==> config.mk <==
export PLATFORM = sky130hd
export DESIGN_NAME = writeback_unit_flat
export DESIGN_NICKNAME = d
export VERILOG_FILES = /design/src/rtl/writeback_unit_pkg.sv /design/src/rtl/writeback_unit_if.sv /design/src/rtl/writeback_unit_load_extend.sv /design/src/rtl/writeback_unit.sv /design/src/flat_wrapper.sv
export SDC_FILE = /design/constraint.sdc
export NUM_CORES = 1
export LEC_CHECK = 0
export ABC_AREA = 1
export CAP_MARGIN = 0
export CORE_MARGIN = 3
export CORE_UTILIZATION = 40
export CTS_CLUSTER_SIZE = 24
export DETAILED_ROUTE_END_ITERATION = 7
export GPL_TIMING_DRIVEN = 0
export PLACE_DENSITY = 0.77
export SKIP_LAST_GASP = 1
export SYNTH_ARGS = -nofsm -noshare
export SYNTH_HDL_FRONTEND = slang
export SYNTH_SLANG_ARGS = --single-unit
==> constraint.sdc <==
create_clock -name clk -period 2.66 [get_ports clk]
set_input_delay 0.266 -clock clk [delete_from_list [all_inputs] [get_ports clk]]
set_output_delay 0.266 -clock clk [all_outputs]
set_load 0.01 [all_outputs]
==> src/rtl/writeback_unit_pkg.sv <==
// writeback_unit_pkg: result-source and load-type encodings plus the resolved retirement entry
package writeback_unit_pkg;
   localparam int WB_XLEN = 32;
   localparam logic [1:0] RES_ALU = 2'b00;
   localparam logic [1:0] RES_MEM = 2'b01;
   localparam logic [1:0] RES_PC4 = 2'b10;
   localparam logic [2:0] F3_LB  = 3'b000;
   localparam logic [2:0] F3_LH  = 3'b001;
   localparam logic [2:0] F3_LW  = 3'b010;
   localparam logic [2:0] F3_LBU = 3'b100;
   localparam logic [2:0] F3_LHU = 3'b101;
   typedef struct packed {
      logic               we;
      logic [4:0]         rd;
      logic [WB_XLEN-1:0] wd;
   } wb_entry_t;
endpackage

==> src/rtl/writeback_unit_if.sv <==
// writeback_unit_if: MEM-stage retire handshake, commit controls and register-file write port
interface writeback_unit_if #(
   parameter int XLEN  = 32,
   parameter int CNT_W = 32
);
   logic             in_valid;
   logic             in_ready;
   logic             in_reg_write;
   logic [4:0]       in_rd;
   logic [1:0]       in_result_src;
   logic [XLEN-1:0]  in_alu_result;
   logic [XLEN-1:0]  in_read_data;
   logic [XLEN-1:0]  in_pc_plus4;
   logic [2:0]       in_funct3;
   logic             hold;
   logic             flush;
   logic [4:0]       wb_rd;
   logic             wb_we;
   logic [XLEN-1:0]  wb_wd;
   logic [CNT_W-1:0] retire_cnt;
   modport master (
      output in_valid, in_reg_write, in_rd, in_result_src, in_alu_result,
             in_read_data, in_pc_plus4, in_funct3, hold, flush,
      input  in_ready, wb_rd, wb_we, wb_wd, retire_cnt
   );
   modport slave (
      input  in_valid, in_reg_write, in_rd, in_result_src, in_alu_result,
             in_read_data, in_pc_plus4, in_funct3, hold, flush,
      output in_ready, wb_rd, wb_we, wb_wd, retire_cnt
   );
endinterface

==> src/rtl/writeback_unit_load_extend.sv <==
// wb_load_extend: picks the addressed byte/half of a load word and sign- or zero-extends it
module wb_load_extend
   import writeback_unit_pkg::*;
(
   input  logic [2:0]         funct3,
   input  logic [1:0]         addr,
   input  logic [WB_XLEN-1:0] rdata,
   output logic [WB_XLEN-1:0] data
);
   logic [7:0]  b;
   logic [15:0] h;
   // lane select, then extension; unknown load types fall through to the full word
   always_comb begin
      b    = rdata[{addr, 3'b000} +: 8];
      h    = addr[1] ? rdata[31:16] : rdata[15:0];
      data = funct3 == F3_LB  ? {{24{b[7]}}, b}  :
             funct3 == F3_LH  ? {{16{h[15]}}, h} :
             funct3 == F3_LBU ? {24'b0, b}       :
             funct3 == F3_LHU ? {16'b0, h}       : rdata;
   end
endmodule

==> src/rtl/writeback_unit.sv <==
// writeback_unit: skid-buffered register-file write port; optional retire counter under WB_RETIRE_CNT_EN
module writeback_unit
   import writeback_unit_pkg::*;
#(
   parameter int XLEN  = WB_XLEN,
   parameter int DEPTH = 2,
   parameter int CNT_W = 32
) (
   input logic              clk,
   input logic              rst_n,
   writeback_unit_if.slave  bus
);
   localparam int AW = $clog2(DEPTH);
   localparam int CW = AW + 1;
   logic [CW-1:0]   count_q, count_d;
   logic [AW-1:0]   head_q, head_d, tail_q, tail_d;
   wb_entry_t       mem_q [DEPTH];
   wb_entry_t       mem_d [DEPTH];
   wb_entry_t       out_q, out_d, in_e, src_e;
   logic [XLEN-1:0] ld_data;
   logic            empty, acc, commit, push, pop;

   wb_load_extend u_ext (
      .funct3 (bus.in_funct3),
      .addr   (bus.in_alu_result[1:0]),
      .rdata  (bus.in_read_data),
      .data   (ld_data)
   );

   assign bus.in_ready = (count_q < CW'(DEPTH)) && !bus.flush;

   // resolve the incoming entry, pick the commit source and advance the FIFO
   always_comb begin
      in_e.we = bus.in_reg_write && (bus.in_rd != 5'd0);
      in_e.rd = bus.in_rd;
      in_e.wd = bus.in_result_src == RES_MEM ? ld_data :
                bus.in_result_src == RES_PC4 ? bus.in_pc_plus4 : bus.in_alu_result;
      empty   = count_q == '0;
      acc     = bus.in_valid && bus.in_ready;
      commit  = !bus.hold && !bus.flush && (!empty || acc);
      pop     = commit && !empty;
      push    = acc && !(commit && empty);
      src_e   = empty ? in_e : mem_q[head_q];
      count_d = bus.flush ? '0 : count_q + CW'(push) - CW'(pop);
      head_d  = bus.flush ? '0 : head_q + AW'(pop);
      tail_d  = bus.flush ? '0 : tail_q + AW'(push);
      mem_d   = mem_q;
      if (push) mem_d[tail_q] = in_e;
      out_d   = commit ? src_e : {1'b0, out_q.rd, out_q.wd};
   end

   // FIFO state and registered write port
   always_ff @(posedge clk or negedge rst_n) begin
      if (!rst_n) begin
         count_q <= '0;
         head_q  <= '0;
         tail_q  <= '0;
         mem_q   <= '{default: '0};
         out_q   <= '0;
      end else begin
         count_q <= count_d;
         head_q  <= head_d;
         tail_q  <= tail_d;
         mem_q   <= mem_d;
         out_q   <= out_d;
      end
   end

   assign bus.wb_we = out_q.we;
   assign bus.wb_rd = out_q.rd;
   assign bus.wb_wd = out_q.wd;

`ifdef WB_RETIRE_CNT_EN
   logic [CNT_W-1:0] cnt_q, cnt_d;
   always_comb cnt_d = cnt_q + CNT_W'(commit);
   // every commit counts, including entries that do not write
   always_ff @(posedge clk or negedge rst_n) begin
      if (!rst_n) cnt_q <= '0;
      else        cnt_q <= cnt_d;
   end
   assign bus.retire_cnt = cnt_q;
`else
   assign bus.retire_cnt = {CNT_W{1'b0}};
`endif
endmodule

==> src/flat_wrapper.sv <==
// flat-port wrapper written by rule: the top's interface ports become plain ports
module writeback_unit_flat import writeback_unit_pkg::*;
#(
   parameter int XLEN  = WB_XLEN,
   parameter int DEPTH = 2,
   parameter int CNT_W = 32
)
  (clk, rst_n, bus_in_valid, bus_in_reg_write, bus_in_rd, bus_in_result_src, bus_in_alu_result, bus_in_read_data, bus_in_pc_plus4, bus_in_funct3, bus_hold, bus_flush, bus_in_ready, bus_wb_rd, bus_wb_we, bus_wb_wd, bus_retire_cnt);
  writeback_unit_if #(.XLEN(XLEN), .CNT_W(CNT_W)) bus_i ();
  input logic clk;
  input logic rst_n;
  input wire logic [$bits(bus_i.in_valid)-1:0] bus_in_valid;
  input wire logic [$bits(bus_i.in_reg_write)-1:0] bus_in_reg_write;
  input wire logic [$bits(bus_i.in_rd)-1:0] bus_in_rd;
  input wire logic [$bits(bus_i.in_result_src)-1:0] bus_in_result_src;
  input wire logic [$bits(bus_i.in_alu_result)-1:0] bus_in_alu_result;
  input wire logic [$bits(bus_i.in_read_data)-1:0] bus_in_read_data;
  input wire logic [$bits(bus_i.in_pc_plus4)-1:0] bus_in_pc_plus4;
  input wire logic [$bits(bus_i.in_funct3)-1:0] bus_in_funct3;
  input wire logic [$bits(bus_i.hold)-1:0] bus_hold;
  input wire logic [$bits(bus_i.flush)-1:0] bus_flush;
  output wire logic [$bits(bus_i.in_ready)-1:0] bus_in_ready;
  output wire logic [$bits(bus_i.wb_rd)-1:0] bus_wb_rd;
  output wire logic [$bits(bus_i.wb_we)-1:0] bus_wb_we;
  output wire logic [$bits(bus_i.wb_wd)-1:0] bus_wb_wd;
  output wire logic [$bits(bus_i.retire_cnt)-1:0] bus_retire_cnt;
  assign bus_i.in_valid = bus_in_valid;
  assign bus_i.in_reg_write = bus_in_reg_write;
  assign bus_i.in_rd = bus_in_rd;
  assign bus_i.in_result_src = bus_in_result_src;
  assign bus_i.in_alu_result = bus_in_alu_result;
  assign bus_i.in_read_data = bus_in_read_data;
  assign bus_i.in_pc_plus4 = bus_in_pc_plus4;
  assign bus_i.in_funct3 = bus_in_funct3;
  assign bus_i.hold = bus_hold;
  assign bus_i.flush = bus_flush;
  assign bus_in_ready = bus_i.in_ready;
  assign bus_wb_rd = bus_i.wb_rd;
  assign bus_wb_we = bus_i.wb_we;
  assign bus_wb_wd = bus_i.wb_wd;
  assign bus_retire_cnt = bus_i.retire_cnt;
  writeback_unit #(.XLEN(XLEN), .DEPTH(DEPTH), .CNT_W(CNT_W)) u_core (.clk(clk), .rst_n(rst_n), .bus(bus_i));
endmodule
==> impl_table.tex <==
\begin{tabular}{lr}
\hline
Metric & Value \\
\hline
\multicolumn{2}{l}{\textbf{Timing}} \\
Worst-Margin Slew & around 0.84 ns \\
Number of slew-limit violations in the final report & 0 \\
Setup clock skew after layout & between 0.005 and 0.006 ns \\
Worst slew margin & 43.25\% \\
Maximum operating frequency & 406.1 MHz \\
Final hold violation count & 0 \\
Post-route minimum period & between 2 and 2.5 ns \\
Setup violators final & 0 \\
WHS & approximately 0.37 ns \\
Tcrit/Tclk final & between 90\% and 100\% \\
Unrepaired setup endpoints after global routing & no \\
\multicolumn{2}{l}{\textbf{Logic synthesis}} \\
YS warnings & 0 \\
Post-Synthesis Mean Instance Area & about 7.2 sq um \\
Fraction of synthesized cell area in xor and xnor cells & less than 1\% \\
Cell area after synthesis & around 6700 sq um \\
Simple-gate share of the synthesized area & 30.30\% \\
Number of synthesized register bits & roughly 120 \\
Mux share of post-synthesis cell area & under 10\% \\
Synth Area in Compound Gates & between 10\% and 20\% \\
Count of unique library cells instantiated by Yosys & 33 \\
Fraction of the yosys area taken by sequential cells & between 40\% and 50\% \\
Fraction of the mapped netlist area in adder cells & less than 1\% \\
Gate count after technology mapping & approximately 930 \\
Largest family of logic cells by synthesized area & simple AND/OR/NAND/NOR gates \\
\multicolumn{2}{l}{\textbf{Floorplanning}} \\
Row count & 46 \\
Die Footprint & approximately 18000 sq um \\
Top-level I/O count & between 150 and 200 \\
Initial standard-cell utilization of the core & around two fifths \\
Die width & between 100 and 150 microns \\
Die Height & 135.8 microns \\
Area of the core region & between 15000 and 20000 sq um \\
\multicolumn{2}{l}{\textbf{Setup path}} \\
R2r startpoint & u\_core.count\_q[0] \\
Slack of the worst reg-to-reg path & around 0.20 ns \\
Cell with the biggest individual delay on the critical path & sky130\_fd\_sc\_hd\_\_clkbuf\_1 \\
Required time at the worst-slack endpoint & roughly 2.9 ns \\
Top fanout value on the critical path & 10 \\
Crit path from & u\_core.count\_q[0] \\
Worst reg2reg path depth & 8 \\
RR Endpoint & u\_core.mem\_q[28] \\
Critical Path Max Stage Delay & 0.46 ns \\
Worst endpoint data arrival time & 2.74 ns \\
CP endpoint kind & flop \\
Startpoint type of the worst setup path & flop \\
Setup CP Type & reg -> reg \\
Cell Chain, Critical Path & nor2\_2 -> clkbuf\_2 -> clkbuf\_4 -> a21oi\_2 -> ha\_1 -> clkinv\_1 -> clkbuf\_1 -> o21ai\_1 \\
\multicolumn{2}{l}{\textbf{Power}} \\
Leakage power & approximately 0.0045 uW \\
Switch Pwr & roughly 2800 uW \\
Switching portion of total power & 33.96\% \\
Clock Power Share & between 20 and 30\% \\
Worst IR Drop VDD & 0.4905 mV \\
Cell Pwr Density & around 890 nW/um\^{}2 \\
Proportion of power drawn by combinational gates & between 30 and 40\% \\
Sequential share of power & 36.1\% \\
Design internal power & between 5000 and 6000 uW \\
\multicolumn{2}{l}{\textbf{Hold path}} \\
Hold WC Path Type & in -> async \\
\multicolumn{2}{l}{\textbf{Cells and area}} \\
Finished layout cell area & approximately 9300 sq um \\
Number of nets in the final layout & around 1200 \\
Final instance count without filler cells & between 1000 and 1500 \\
Layout-stage area growth over the synthesis result & 37.71\% \\
Share of layout cells above drive strength 1 & just over 10\% \\
Final core occ & between 50\% and 60\% \\
Number of antenna cells inserted & 0 \\
\multicolumn{2}{l}{\textbf{Placed design}} \\
Post-detailed-placement cell area & roughly 8600 sq um \\
Half-perimeter wire length after detailed placement & around 17000 microns \\
Weighted congestion reported at the end of routability-driven placement & 0.9561 \\
Placed cells & between 1000 and 1500 \\
Number of I/O port buffers & roughly 150 \\
\multicolumn{2}{l}{\textbf{Clock tree}} \\
CTS Root Buffer Type & sky130\_fd\_sc\_hd\_\_clkbuf\_16 \\
Setup bufs post-CTS & 0 \\
Clock Pin Slew Worst Setup and Hold Paths & approximately 0.060 ns \\
CTS tree & built \\
Clock tree sinks & between 100 and 150 \\
Depth of the CTS H-tree & 4 \\
Inserted Clock Buffers & 17 \\
Buffer depth of the longest clock path & 2 \\
Worst-skew pair later-pin latency & between 0.4 and 0.5 ns \\
\multicolumn{2}{l}{\textbf{Drt}} \\
WL met1 & roughly 9300 microns \\
Met3 layer wire length in the routed design & about 2200 microns \\
DRC violations left & 0 \\
Remaining antenna violation count after routing & 0 \\
Post-detailed-routing wire length & between 20000 and 25000 microns \\
Max Used Layer & met4 \\
Vias per std cell & $\sim$5.2 \\
Drt initial violations & 664 \\
Detailed-router iteration count before antenna repair & 5 \\
Total number of vias & 7074 \\
Met2 wirelength from detailed routing & slightly above 10000 microns \\
Post-DR wirelength/cell & between 15 and 20 microns \\
\multicolumn{2}{l}{\textbf{GRT}} \\
Initial antenna violation count & 0 \\
Grt total ovfl & 0 \\
Maximum number of pins on one net before global-route repair & 66 \\
Total Routing Usage GR & 24.68\% \\
Wire length of the first global-routing pass & 35170 microns \\
Number of global-route vias before repair & about 6600 \\
\multicolumn{2}{l}{\textbf{Run}} \\
Max Cap Violations & 0 \\
\multicolumn{2}{l}{\textbf{Status}} \\
Result of the run & complete, no violations \\
\hline
\end{tabular}
==> final cells by class <==
cell class	count	area (sq um)
multi-input combinational	724	3272
buffer	91	533.0
timing repair buffer	150	1520
clock inverter	12	175.2
clock buffer	20	446.7
tap	216	270.3
inverter	28	105.1
fill	1468	6898
sequential	118	2953
==> per-layer routing <==
| layer | vias to the layer above | track usage (%) |
|---|---|---|
| li1 | 3385 | - |
| met1 | 3252 | 34.23 |
| met2 | 395 | 37.39 |
| met3 | 42 | 6.464 |
| met4 | 0 | 8.847 |
| met5 | - | 0 |
==> worst max-delay path, delay by kind of cell, from the launching register on <==
family / cells / cell delay (ns)
and+or+nand+nor: 1 / 0.18
adders and majority gates: 1 / 0.28
AOI/OAI and AO/OA: 2 / 0.25
DFF: 1 / 0.40
buffers and inverters: 4 / 1.21
==> kinds of logic after synthesis <==
family                     Yosys count
and+or+nand+nor                    509
AOI/OAI and AO/OA                  171
buffers and inverters              120
DFF                                118
muxes                                6
adders and majority gates            4
xor gates and xnor gates             2
other                                1
==> synth_stat cells (all sizes together) <==
master  number  area share, %
clkbuf      38            2.1
mux2         6            1.0
a31oi       32            3.0
a22oi        7           0.78
a21oi       56            4.3
nand3       69            5.1
o211ai       5           0.56
o221ai       6           0.78
or2          1          0.093
buf         54            5.7
o21bai       1           0.11
nand3b       1           0.11
o41ai        1           0.13
nand2      397             22
inv         26            1.4
clkinv       2           0.11
ha           4           0.74
xor2         1           0.13
dfrtp      118             44
conb         1          0.056
xnor2        1           0.13
o21ai       63            4.7
nor2        41            2.6
==> flip-flops by register name (all words and copies together), names as in the netlist <==
name / cells
u_core.bus.wb_wd: 32
u_core.bus.wb_rd: 5
u_core.tail_q: 1
u_core.mem_q: 76
u_core.head_q: 1
u_core.bus.wb_we: 1
u_core.count_q: 2
==> per-stage QoR <==
step	power [uW]	worst slack, ns	TNS (ns)
finish	8231	0.1978	0
global placement	5706	-3.305	-396.17
global route	8767	0.03330	0
detailed placement	5779	-0.4010	-7.449
CTS	8212	0.03589	0
floorplan	4490	0.4241	0
==> power groups by stage <==
stage | Clock, uW | Sequential (uW) | Combinational [uW]
after floorplan | 0 | 3050 | 1440
after global placement | 0 | 2960 | 2750
after detailed placement | 0 | 2980 | 2800
after CTS | 2430 | 2960 | 2820
after global routing | 2530 | 3060 | 3180
final | 2420 | 2970 | 2840
==> placed cells by master (no fill, tap or decap), types with 3 or more instances in the layout <==
| master | instances |
|---|---|
| sky130_fd_sc_hd__mux2_2 | 5 |
| sky130_fd_sc_hd__clkbuf_1 | 34 |
| sky130_fd_sc_hd__nand2_2 | 7 |
| sky130_fd_sc_hd__a22oi_1 | 7 |
| sky130_fd_sc_hd__o211ai_1 | 5 |
| sky130_fd_sc_hd__nand2_1 | 390 |
| sky130_fd_sc_hd__clkinv_2 | 3 |
| sky130_fd_sc_hd__clkdlybuf4s50_1 | 147 |
| sky130_fd_sc_hd__inv_1 | 20 |
| sky130_fd_sc_hd__inv_2 | 6 |
| sky130_fd_sc_hd__o21ai_0 | 55 |
| sky130_fd_sc_hd__bufinv_16 | 4 |
| sky130_fd_sc_hd__buf_4 | 36 |
| sky130_fd_sc_hd__conb_1 | 32 |
| sky130_fd_sc_hd__clkbuf_16 | 17 |
| sky130_fd_sc_hd__dfrtp_1 | 118 |
| sky130_fd_sc_hd__nor2_1 | 37 |
| sky130_fd_sc_hd__clkinvlp_4 | 3 |
| sky130_fd_sc_hd__buf_6 | 5 |
| sky130_fd_sc_hd__buf_2 | 13 |
| sky130_fd_sc_hd__a21oi_1 | 54 |
| sky130_fd_sc_hd__o21ai_1 | 7 |
| sky130_fd_sc_hd__ha_1 | 3 |
| sky130_fd_sc_hd__clkbuf_2 | 5 |
| sky130_fd_sc_hd__o221ai_1 | 6 |
| sky130_fd_sc_hd__a31oi_1 | 32 |
| sky130_fd_sc_hd__nand3_1 | 69 |
==> what timing repair did <==
item,in CTS,in global routing
gates resized for setup,2,9
endpoints found under the hold margin,53,0
endpoints found under the setup margin,57,51
hold buffers,1,0
cloned,0,0
==> how the worst max path moves through the flow <==
| stage | end | cells after the start |
|---|---|---|
| floorplan | u_core.mem_q[44] | 11 |
| global placement | u_core.bus.wb_wd[19] | 1 |
| detailed placement | u_core.mem_q[44] | 11 |
| CTS | u_core.mem_q[44] | 10 |
| global route | u_core.mem_q[44] | 10 |
| finish | u_core.mem_q[28] | 8 |
(Power assumes the default switching activity.)
